==> src/rtl/raster_stream_pkg.sv <==
`default_nettype none
//============================================================================
// Module      : raster_stream_pkg
// Description : Shared definitions for the raster stream reader: FSM state
//               encoding, marker bit layout and a counter-width helper.
// Revision    : 1.0  initial release
//============================================================================
package raster_stream_pkg;

    localparam int c_STATE_W = 2;
    localparam logic [c_STATE_W-1:0] c_ST_IDLE  = 2'd0;
    localparam logic [c_STATE_W-1:0] c_ST_FETCH = 2'd1;
    localparam logic [c_STATE_W-1:0] c_ST_DRAIN = 2'd2;

    // Marker bits ride above the pixel in the skid buffer: {sof, eol, eof}
    localparam int c_MK_W = 3;

    // Width able to hold 0..n-1 (never below 1 bit)
    function automatic int cnt_width(input int n);
        return (n < 2) ? 1 : $clog2(n);
    endfunction

endpackage
`default_nettype wire

==> src/rtl/stream_skid2.sv <==
`default_nettype none
//============================================================================
// Module      : stream_skid2
// Description : 2-entry FIFO with a registered head. Output side never
//               depends combinationally on out_ready; occupancy is exported
//               so the producer can credit its reads.
// Revision    : 1.0  initial release
// Ports       : clk, rst         clock, async active-high reset
//               in_valid/in_data/in_ready     write side
//               out_valid/out_data/out_ready  read side
//               occupancy        entries held (0..2)
//============================================================================
module stream_skid2 #(
    parameter int DW = 8
) (
    input  logic          clk,
    input  logic          rst,
    input  logic          in_valid,
    input  logic [DW-1:0] in_data,
    output logic          in_ready,
    output logic          out_valid,
    output logic [DW-1:0] out_data,
    input  logic          out_ready,
    output logic [1:0]    occupancy
);

    logic [DW-1:0] r_head;
    logic [DW-1:0] r_tail;
    logic [1:0]    r_occ;
    logic          w_push;
    logic          w_pop;

    assign w_pop     = (r_occ != 2'd0) & out_ready;
    assign in_ready  = (r_occ != 2'd2) | out_ready;
    assign w_push    = in_valid & in_ready;
    assign out_valid = (r_occ != 2'd0);
    assign out_data  = r_head;
    assign occupancy = r_occ;

    always_ff @(posedge clk or posedge rst) begin
        if (rst) begin
            r_head <= '0;
            r_tail <= '0;
            r_occ  <= 2'd0;
        end else begin
            case ({w_push, w_pop})
                2'b10: begin
                    if (r_occ == 2'd0) r_head <= in_data;
                    else               r_tail <= in_data;
                    r_occ <= r_occ + 2'd1;
                end
                2'b01: begin
                    r_head <= r_tail;
                    r_occ  <= r_occ - 2'd1;
                end
                2'b11: begin
                    // Simultaneous push/pop only occurs with 1 or 2 entries held
                    if (r_occ == 2'd2) begin
                        r_head <= r_tail;
                        r_tail <= in_data;
                    end else begin
                        r_head <= in_data;
                    end
                end
                default: ;
            endcase
        end
    end

endmodule
`default_nettype wire

==> src/rtl/raster_stream_reader.sv <==
`default_nettype none
//============================================================================
// Module      : raster_stream_reader
// Description : Reads one feature-map frame row-major from on-chip RAM and
//               emits it as a valid/ready pixel stream with sof/eol/eof.
//               Optional macro RASTER_STREAM_PAD_EN adds a 1-pixel zero
//               border on every side (no RAM read for border beats).
// Revision    : 1.0  initial release
// Ports       : clk, rst               clock, async active-high reset
//               start, base_addr       frame request (base sampled on accept)
//               busy, done             frame status, done is a 1-cycle pulse
//               mem_rd_en, mem_addr    RAM read request
//               mem_rdata              RAM data, 1 cycle after mem_rd_en
//               dout, valid_out, ready_in   pixel stream handshake
//               sof, eol, eof          frame markers qualifying dout
//============================================================================
module raster_stream_reader
    import raster_stream_pkg::*;
#(
    parameter int WIDTH      = 16,
    parameter int IMG_WIDTH  = 1920,
    parameter int IMG_HEIGHT = 1080,
    parameter int ADDR_W     = 21
) (
    input  logic              clk,
    input  logic              rst,
    input  logic              start,
    input  logic [ADDR_W-1:0] base_addr,
    output logic              busy,
    output logic              done,
    output logic              mem_rd_en,
    output logic [ADDR_W-1:0] mem_addr,
    input  logic [WIDTH-1:0]  mem_rdata,
    output logic [WIDTH-1:0]  dout,
    output logic              valid_out,
    input  logic              ready_in,
    output logic              sof,
    output logic              eol,
    output logic              eof
);

    localparam int CNT_W = cnt_width(IMG_WIDTH + 2);
    localparam int ROW_W = cnt_width(IMG_HEIGHT + 2);
`ifdef RASTER_STREAM_PAD_EN
    localparam int c_OUT_W = IMG_WIDTH + 2;
    localparam int c_OUT_H = IMG_HEIGHT + 2;
`else
    localparam int c_OUT_W = IMG_WIDTH;
    localparam int c_OUT_H = IMG_HEIGHT;
`endif
    localparam logic [CNT_W-1:0] c_LAST_COL = CNT_W'(c_OUT_W - 1);
    localparam logic [ROW_W-1:0] c_LAST_ROW = ROW_W'(c_OUT_H - 1);
    localparam int c_SKID_W = WIDTH + c_MK_W;

    logic [c_STATE_W-1:0] r_state;
    logic [c_STATE_W-1:0] w_state_nxt;
    logic [CNT_W-1:0]     r_col;
    logic [ROW_W-1:0]     r_row;
    logic [ADDR_W-1:0]    r_ptr;
    logic                 r_infl;
    logic [c_MK_W-1:0]    r_infl_mk;
    logic                 r_done;

    logic [CNT_W-1:0]     w_cur_col;
    logic [ROW_W-1:0]     w_cur_row;
    logic [ADDR_W-1:0]    w_cur_addr;
    logic                 w_sof;
    logic                 w_eol;
    logic                 w_eof;
    logic                 w_pad;
    logic                 w_issue;
    logic                 w_pop;
    logic [2:0]           w_level;
    logic                 w_credit;
    logic [WIDTH-1:0]     w_push_pix;
    logic                 w_skid_in_ready;
    logic [c_SKID_W-1:0]  w_skid_out;
    logic [1:0]           w_occ;

    // In IDLE the first beat is issued in the same cycle start is accepted,
    // so the current position comes straight from (0,0)/base_addr.
    assign w_cur_col  = (r_state == c_ST_IDLE) ? '0 : r_col;
    assign w_cur_row  = (r_state == c_ST_IDLE) ? '0 : r_row;
    assign w_cur_addr = (r_state == c_ST_IDLE) ? base_addr : r_ptr;

    assign w_sof = (w_cur_col == '0) && (w_cur_row == '0);
    assign w_eol = (w_cur_col == c_LAST_COL);
    assign w_eof = w_eol && (w_cur_row == c_LAST_ROW);

`ifdef RASTER_STREAM_PAD_EN
    logic r_infl_pad;
    assign w_pad      = (w_cur_row == '0) || (w_cur_row == c_LAST_ROW) ||
                        (w_cur_col == '0) || w_eol;
    assign w_push_pix = r_infl_pad ? '0 : mem_rdata;
`else
    assign w_pad      = 1'b0;
    assign w_push_pix = mem_rdata;
`endif

    // Credit counts the slot freed by this cycle's pop so a steady stream
    // keeps one entry buffered and one read in flight (1 pixel/cycle).
    assign w_pop    = valid_out & ready_in;
    assign w_level  = {1'b0, w_occ} + {2'b00, r_infl} - {2'b00, w_pop};
    assign w_credit = (w_level < 3'd2);

    always_comb begin
        w_state_nxt = r_state;
        w_issue     = 1'b0;
        case (r_state)
            c_ST_IDLE: begin
                if (start) begin
                    w_issue     = 1'b1;
                    w_state_nxt = c_ST_FETCH;
                end
            end
            c_ST_FETCH: begin
                if (w_credit) begin
                    w_issue = 1'b1;
                    if (w_eof) w_state_nxt = c_ST_DRAIN;
                end
            end
            c_ST_DRAIN: begin
                // The eof beat is the last thing in the buffer, so its
                // acceptance means the buffer is now empty.
                if (w_pop && w_skid_out[WIDTH]) w_state_nxt = c_ST_IDLE;
            end
            default: w_state_nxt = c_ST_IDLE;
        endcase
    end

    always_ff @(posedge clk or posedge rst) begin
        if (rst) begin
            r_state    <= c_ST_IDLE;
            r_col      <= '0;
            r_row      <= '0;
            r_ptr      <= '0;
            r_infl     <= 1'b0;
            r_infl_mk  <= '0;
            r_done     <= 1'b0;
`ifdef RASTER_STREAM_PAD_EN
            r_infl_pad <= 1'b0;
`endif
        end else begin
            r_state    <= w_state_nxt;
            r_done     <= (r_state == c_ST_DRAIN) && w_pop && w_skid_out[WIDTH];
            r_infl     <= w_issue;
            r_infl_mk  <= {w_sof, w_eol, w_eof};
`ifdef RASTER_STREAM_PAD_EN
            r_infl_pad <= w_pad;
`endif
            if (w_issue) begin
                r_ptr <= w_pad ? w_cur_addr : (w_cur_addr + ADDR_W'(1));
                if (w_eol) begin
                    r_col <= '0;
                    r_row <= w_cur_row + ROW_W'(1);
                end else begin
                    r_col <= w_cur_col + CNT_W'(1);
                    r_row <= w_cur_row;
                end
            end
        end
    end

    // Crediting guarantees the buffer always has room for a returning beat.
    always @(posedge clk) begin
        if (!rst && r_infl) assert (w_skid_in_ready);
    end

    stream_skid2 #(
        .DW(c_SKID_W)
    ) u_skid (
        .clk       (clk),
        .rst       (rst),
        .in_valid  (r_infl),
        .in_data   ({r_infl_mk, w_push_pix}),
        .in_ready  (w_skid_in_ready),
        .out_valid (valid_out),
        .out_data  (w_skid_out),
        .out_ready (ready_in),
        .occupancy (w_occ)
    );

    assign dout      = w_skid_out[WIDTH-1:0];
    assign sof       = w_skid_out[WIDTH+2];
    assign eol       = w_skid_out[WIDTH+1];
    assign eof       = w_skid_out[WIDTH];
    assign busy      = (r_state != c_ST_IDLE);
    assign done      = r_done;
    assign mem_rd_en = w_issue & ~w_pad;
    assign mem_addr  = mem_rd_en ? w_cur_addr : '0;

endmodule
`default_nettype wire
==> config.mk <==
export PLATFORM = sky130hd
export DESIGN_NAME = raster_stream_reader
export DESIGN_NICKNAME = d
export VERILOG_FILES = /design/src/rtl/raster_stream_pkg.sv /design/src/rtl/stream_skid2.sv /design/src/rtl/raster_stream_reader.sv
export SDC_FILE = /design/constraint.sdc
export NUM_CORES = 1
export LEC_CHECK = 0
export CORE_MARGIN = 3
export CORE_UTILIZATION = 34
export CTS_CLUSTER_DIAMETER = 50
export DETAILED_ROUTE_END_ITERATION = 10
export HOLD_SLACK_MARGIN = 0.05
export PLACE_DENSITY_LB_ADDON = 0.25
export SYNTH_ARGS = -nofsm -noshare
export SYNTH_HDL_FRONTEND = slang
export SYNTH_HIERARCHICAL = 1
export SYNTH_SLANG_ARGS = --single-unit
==> constraint.sdc <==
create_clock -name clk -period 4.2 [get_ports clk]
set_input_delay 0.42 -clock clk [delete_from_list [all_inputs] [get_ports clk]]
set_output_delay 0.42 -clock clk [all_outputs]
set_load 0.02 [all_outputs]
* After elaboration in Yosys (flattened, before gate mapping)
Index checks and enable logic that the tools add are counted.
Storage, ports and cells: register bits after elaboration 90, word-level logic and storage cells 75
Operators by class: add/sub/neg operators 7, $lt $le $gt $ge 1, eq/ne operators 16, multiplexer cells 21, bitwise operators 3, reductions and logical operators 17
Operators by type and width (number):
- two-way mux 19 bit | 4
- one-hot mux 19 bit (3 select lines) | 1
- two-way mux 11 bit | 4
- two-way mux 21 bit | 2
- one-hot mux 19 bit (2 select lines) | 1
- adder 11 x 1 -> 11 bit (second input constant) | 2
- == test 11 bit (second input constant) | 2
- logical NOT 11 bit | 2
- adder 21 x 1 -> 21 bit (second input constant) | 1
- != test 2 bit (second input constant) | 6
- == test 2 bit (second input constant) | 4
- two-way mux 2 bit | 4
- nonzero test 2 bit | 4
- one-hot mux 2 bit (3 select lines) | 1
- logical AND 1 bit | 5
- == test 2 x 1 -> 1 bit (second input constant) | 2
- logical NOT 2 bit | 2
- != test 2 x 1 -> 1 bit (second input constant) | 2
- one-hot mux 2 bit (2 select lines) | 1
- AND reduction 4 bit | 1
- adder 2 x 1 -> 3 bit | 1
- < comparator 3 x 2 -> 1 bit (second input constant) | 1
- AND reduction 3 bit | 1
- nonzero test 3 bit | 1
- other kinds (8) | 10

* Depth between registers and ports, before layout
depth in word-level cells 7, depth in mapped cells 17, gate-level depth less buffers 13

* Hierarchy
Netlist, hierarchy kept.
Modules (own cells, without submodules):
- raster_stream_reader | instances 1, cells each 439, area an instance 3619.7 um2, seq. area each 1251.2 um2
- stream_skid2 | instances 1, cells each 177, area an instance 2014.4 um2, seq. area each 1001.0 um2

* Least setup slack after synthesis
OpenSTA, ideal clock, no wires.
path type register to output, start point reg u_skid.r_occ[0], in the netlist u_skid/occupancy[0], end point out mem_addr[7], arrival time 3789 ps, required time 3780 ps, slack -9 ps, cell stages (with the launch flop) 16, buffers on the path 4, cell sequence dfrtp_1 > buf_6 > nor2_1 > clkbuf_1 > inv_1 > and2_1 > ha_1 > nand2b_1 > fa_1 > xnor2_1 > nand3_1 > a21o_1 > inv_2 > clkbuf_1 > buf_1 > and2_1
On the way: longest elaborated chain between the ends 7, elaborated cells between the ends (all ways) 8
RTL lines:
- start: declaration | RTL line stream_skid2.sv:29 | logic [1:0] r_occ;
- start signal: assignment | RTL line stream_skid2.sv:50 | r_occ <= r_occ + 2'd1;
- start signal: assignment | RTL line stream_skid2.sv:54 | r_occ <= r_occ - 2'd1;
- nonzero test 2 bit | RTL line stream_skid2.sv:36 | assign out_valid = (r_occ != 2'd0);
- named net valid_out | RTL line raster_stream_reader.sv:35 | output logic valid_out,
- AND 1 bit | RTL line raster_stream_reader.sv:102 | assign w_pop = valid_out & ready_in;
- subtractor 3 x 1 -> 3 bit | RTL line raster_stream_reader.sv:103 | assign w_level = {1'b0, w_occ} + {2'b00, r_infl} - {2'b00, w_pop};
- < comparator 3 x 2 -> 1 bit | RTL line raster_stream_reader.sv:104 | assign w_credit = (w_level < 3'd2);
- two-way mux 1 bit | RTL line raster_stream_reader.sv:117 | if (w_credit) begin
- one-hot mux 1 bit (2 select lines) | RTL line raster_stream_reader.sv:109 | case (r_state)
- named net mem_rd_en | RTL line raster_stream_reader.sv:31 | output logic mem_rd_en,
- two-way mux 21 bit | RTL line raster_stream_reader.sv:190 | assign mem_addr = mem_rd_en ? w_cur_addr : '0;
- end: declaration | RTL line raster_stream_reader.sv:32 | output logic [ADDR_W-1:0] mem_addr,
The timed path passes the listed nets, and every way through them passes these cells.

* Worst setup path after layout
start point reg u_skid.r_occ[0], in the netlist u_skid/occupancy[0], end point out mem_addr[7]
On the way: longest elaborated chain between the ends 7, elaborated cells between the ends (all ways) 8
RTL lines (RTL line):
- branches (longest 2 deep; another with adder 2 x 1 -> 3 bit)
- subtractor 3 x 1 -> 3 bit * | raster_stream_reader.sv:103
- < comparator 3 x 2 -> 1 bit * | raster_stream_reader.sv:104
- two-way mux 1 bit * | raster_stream_reader.sv:117
- one-hot mux 1 bit (2 select lines) * | raster_stream_reader.sv:109
- two-way mux 21 bit * | raster_stream_reader.sv:190
Every way passes the cells marked *.

==> results.md <==
- DR DRC count: 0
- Post-DP HPWL: 10.6 mm
- Die Wd: 135 µm
- CP most frequent cell: and2_1
- Crit path required time: 3780 ps
- Crit path cell chain: nor2_1 > inv_1 > and2_1 > ha_1 > nand2b_1 > fa_1 > xnor2_1 > nand3_1 > a21o_1 > inv_2 > and2_1 > clkdlybuf4s50_1
- Crit start category: flop
- Period utilization: about 96%
- Core area: 0.0161 mm²
- Mux share of post-synthesis cell area: 7.59%
- Max Buffers Root-to-Sink: 2
- Mapped Area: 0.00563 mm²
- Initial Util: a little over a third
- WP buf/inv: 3
- Mapped Nets: approximately 670
- Largest area contributor in the netlist: dfrtp_1
- Outcome: finished, final reports clean
- DRT Pass-1 Iters: 5
- P_leak: between 2 and 3 nW
- Main combinational cell family by area after synthesis: compound AO/OA/AOI/OAI gates
- Post_cts resized: 0
- WL per Instance: around 18 µm
- Compound-cell area share of the yosys netlist: 24.1%
- EDFF count, synth: 0
- XOR/XNOR Fraction of Synth Area: 1.09%
- Row count: 46
- Util after Layout: 43.5%
- First-pass GRT wire length: 25.9 mm
- Chip Height: 135 µm
- Share of cells above drive strength 1: 10.6%
- Slowest-stage cell, CP: clkdlybuf4s50_1
- Synth unique cells: 72
- Ys flop type: dfrtp_1
- Final Hold Violating Endpoints: 0
- RSZ-0062 raised after global routing: true
- Post-route ant nets: 0
- GP Congestion: 0.820
- Share of the synthesized area in the top cell type: 40.0%
- Final setup TNS: 0 ps
- WP data arrival: approximately 3600 ps
- Max capacitance violation total: 0
- Syn avg cell area: 9.15 µm²
- Post-synthesis simple-gate area fraction: 19.4%
- Slew of the pin with the lowest slew margin: between 800 and 900 ps
- GRT Total Usage: between 10% and 20%
- Async S/R FF share, synth: 100%
- Die Area: 0.0182 mm²
- Hold/Removal Path Class: reg2reg
- H-Tree Depth: 3
- Crit Path Category: reg2out
- Number of synthesized register bits: 90
- DR iter-0 viols: around 500
- Ranking of synthesized cells by area: dfrtp_1 (40%), nand2_1 (4.3%), o211ai_1 (4.3%), o31ai_1 (3.9%), a31oi_1 (3.0%)
- CP endpoint kind: output pin
- Num ports: 85
- Synth-to-Final Area Change: 24.1%
- Pwr Density: 695 mW/mm²
- Post-synthesis share of cell area spent on full adders, half adders and majority gates: 2.35%
- # nets final: between 700 and 800
- Fmax: between 200 and 250 MHz
- Crit-path max FO: 13
- TritonCTS clock tree: built
- Gr ovfl total: 0
- PortBufs: 84
- Post-CTS repair timing setup buffer count: 0
- Final min period: 4050 ps
- Clock-pin slew on the worst setup and hold paths: roughly 70 ps
- Setup Skew: between 9 and 10 ps
- Slew HR: 43.7%
- Clock Tree Root: clkbuf_16
- Routed WL: 15.8 mm
- Hold buffer count at cts: 0
- Largest net degree at the start of global routing: 41
- Register area share after synthesis: 40.0%
- Cells after synthesis: about 620
- Worst vdd ir: 0.375 mV
- Vias in the first global route: 5113
- Initial antenna violation count: 0
- CP top delay family: buffers and inverters
- Yosys warning total: 6
- Final setup vio count: 0
- Vias: 5158
- Slew Viols, Final: 0
- Clk sinks: 90
- Clock Latency Late Sink: 350 ps
- Slowest stage delay, CP: around 610 ps
- Vias per cell: roughly 5.7
- Num CTS Buffers: 9
- Ant. Diodes: 0
layer usage:
metal	GRT usage [%]	wire, µm
met2	28.7	7530
met3	2.57	872
met1	23.7	7220
met4	5.49	189
met5	0	0
cell usage in the layout (no fill, tap or decap), drive strengths merged, types with 6 or more instances in the layout:
cell type / instances
a21oi: 28
a31oi: 27
and2: 12
buf: 20
clkbuf: 9
clkdlybuf4s50: 79
dfrtp: 90
ha: 9
inv: 21
mux2: 21
mux2i: 15
nand2: 64
nand2b: 6
nand3: 13
nand4: 10
nand4bb: 7
nor2: 35
nor3: 27
o211ai: 32
o21ai: 40
o31ai: 29
or3: 6
registers in the layout, summed over array words and instances, names as in the netlist:
register	count
r_infl	1
r_infl_mk	3
r_col	11
u_skid/r_tail	19
r_state	2
r_ptr	21
u_skid/out_data	19
done	1
u_skid/occupancy	2
r_row	11
final cells by class:
| type | count | area, µm² |
|---|---|---|
| Clock buffer | 9 | 225 |
| Clock inverter | 7 | 83.8 |
| Timing Repair Buffer | 104 | 1020 |
| Fill cell | 1519 | 9070 |
| Inverter | 17 | 63.8 |
| Multi-Input combinational cell | 460 | 3080 |
| Tap cell | 216 | 270 |
| Sequential cell | 90 | 2250 |
path summary, 6_finish.rpt:
path                       depth (start not counted)           startpoint                 to  slack [ps]
max                                               12  u_skid/occupancy[0]        mem_addr[7]         150
min                                                1         r_infl_mk[2]  u_skid/r_tail[18]         510
max reg2reg                                       14  u_skid/occupancy[0]           r_ptr[3]         470
min reg2reg                                        1         r_infl_mk[2]  u_skid/r_tail[18]         510
max in group asynchronous                          3                  rst          r_ptr[11]        2900
min in group asynchronous                          3                  rst   u_skid/r_tail[6]         540
cells by family after synthesis:
group	count (synthesis)
adder cells (fa/ha/maj)	10
flip-flops	90
multiplexers	36
AND/OR/NAND/NOR	207
buffers and inverters	66
AO/OA/AOI/OAI	200
XOR/XNOR	7
through the flow:
stage / hold WS [ps] / cell area [µm²] / worst slack, ps / std cells / power (mW)
after floorplan: 468 / 5640 / 184 / 616 / 3.01
after global placement: 488 / 6670 / 424 / 887 / 3.96
after detailed placement: 493 / 6670 / 384 / 887 / 4.00
after CTS: 510 / 6980 / 145 / 903 / 4.89
after global routing: 526 / 6990 / -3.69 / 903 / 5.17
final: 508 / 6990 / 154 / 903 / 4.86
report_power, final:
group | internal (mW) | switching (mW) | leakage, nW | total, mW
clock | 0.474 | 0.388 | 0.149 | 0.862
sequential | 1.17 | 0.221 | 1.12 | 1.39
combinational | 1.12 | 1.49 | 1.50 | 2.61
total | 2.76 | 2.10 | 2.77 | 4.86
worst register-to-register path: cells and delay by family, from the launching register on:
kind,cells,cell delay [ps]
buffers and inverters,3,610
XOR/XNOR,1,180
AND/OR/NAND/NOR,5,1010
flip-flops,1,490
AO/OA/AOI/OAI,3,660
adder cells (fa/ha/maj),2,630
synthesized netlist by cell type (all sizes together) (2+ instances only):
cell and n:
o211ai 32, xor2 3, o21ai 40, nor3 27, or4 4, a21o 2
or3b 2, nand2 64, nand4bb 7, dfrtp 90, buf 23, xnor2 4
a22o 5, and2 12, ha 9, nor2 35, a41oi 2, nand2b 6
a21boi 4, nand3 13, a31oi 27, nand3b 4, o31ai 29, a22oi 5
o21a 3, o32ai 3, or2 3, nor4 3, mux2i 15, o22ai 3
nor2b 5, inv 17, a32oi 2, a21oi 28, o2111ai 2, nand4 10
o2bb2ai 2, or3 6, nor3b 5, o41ai 2, clkbuf 26, mux2 21
Power figures use the tool's default switching activity.
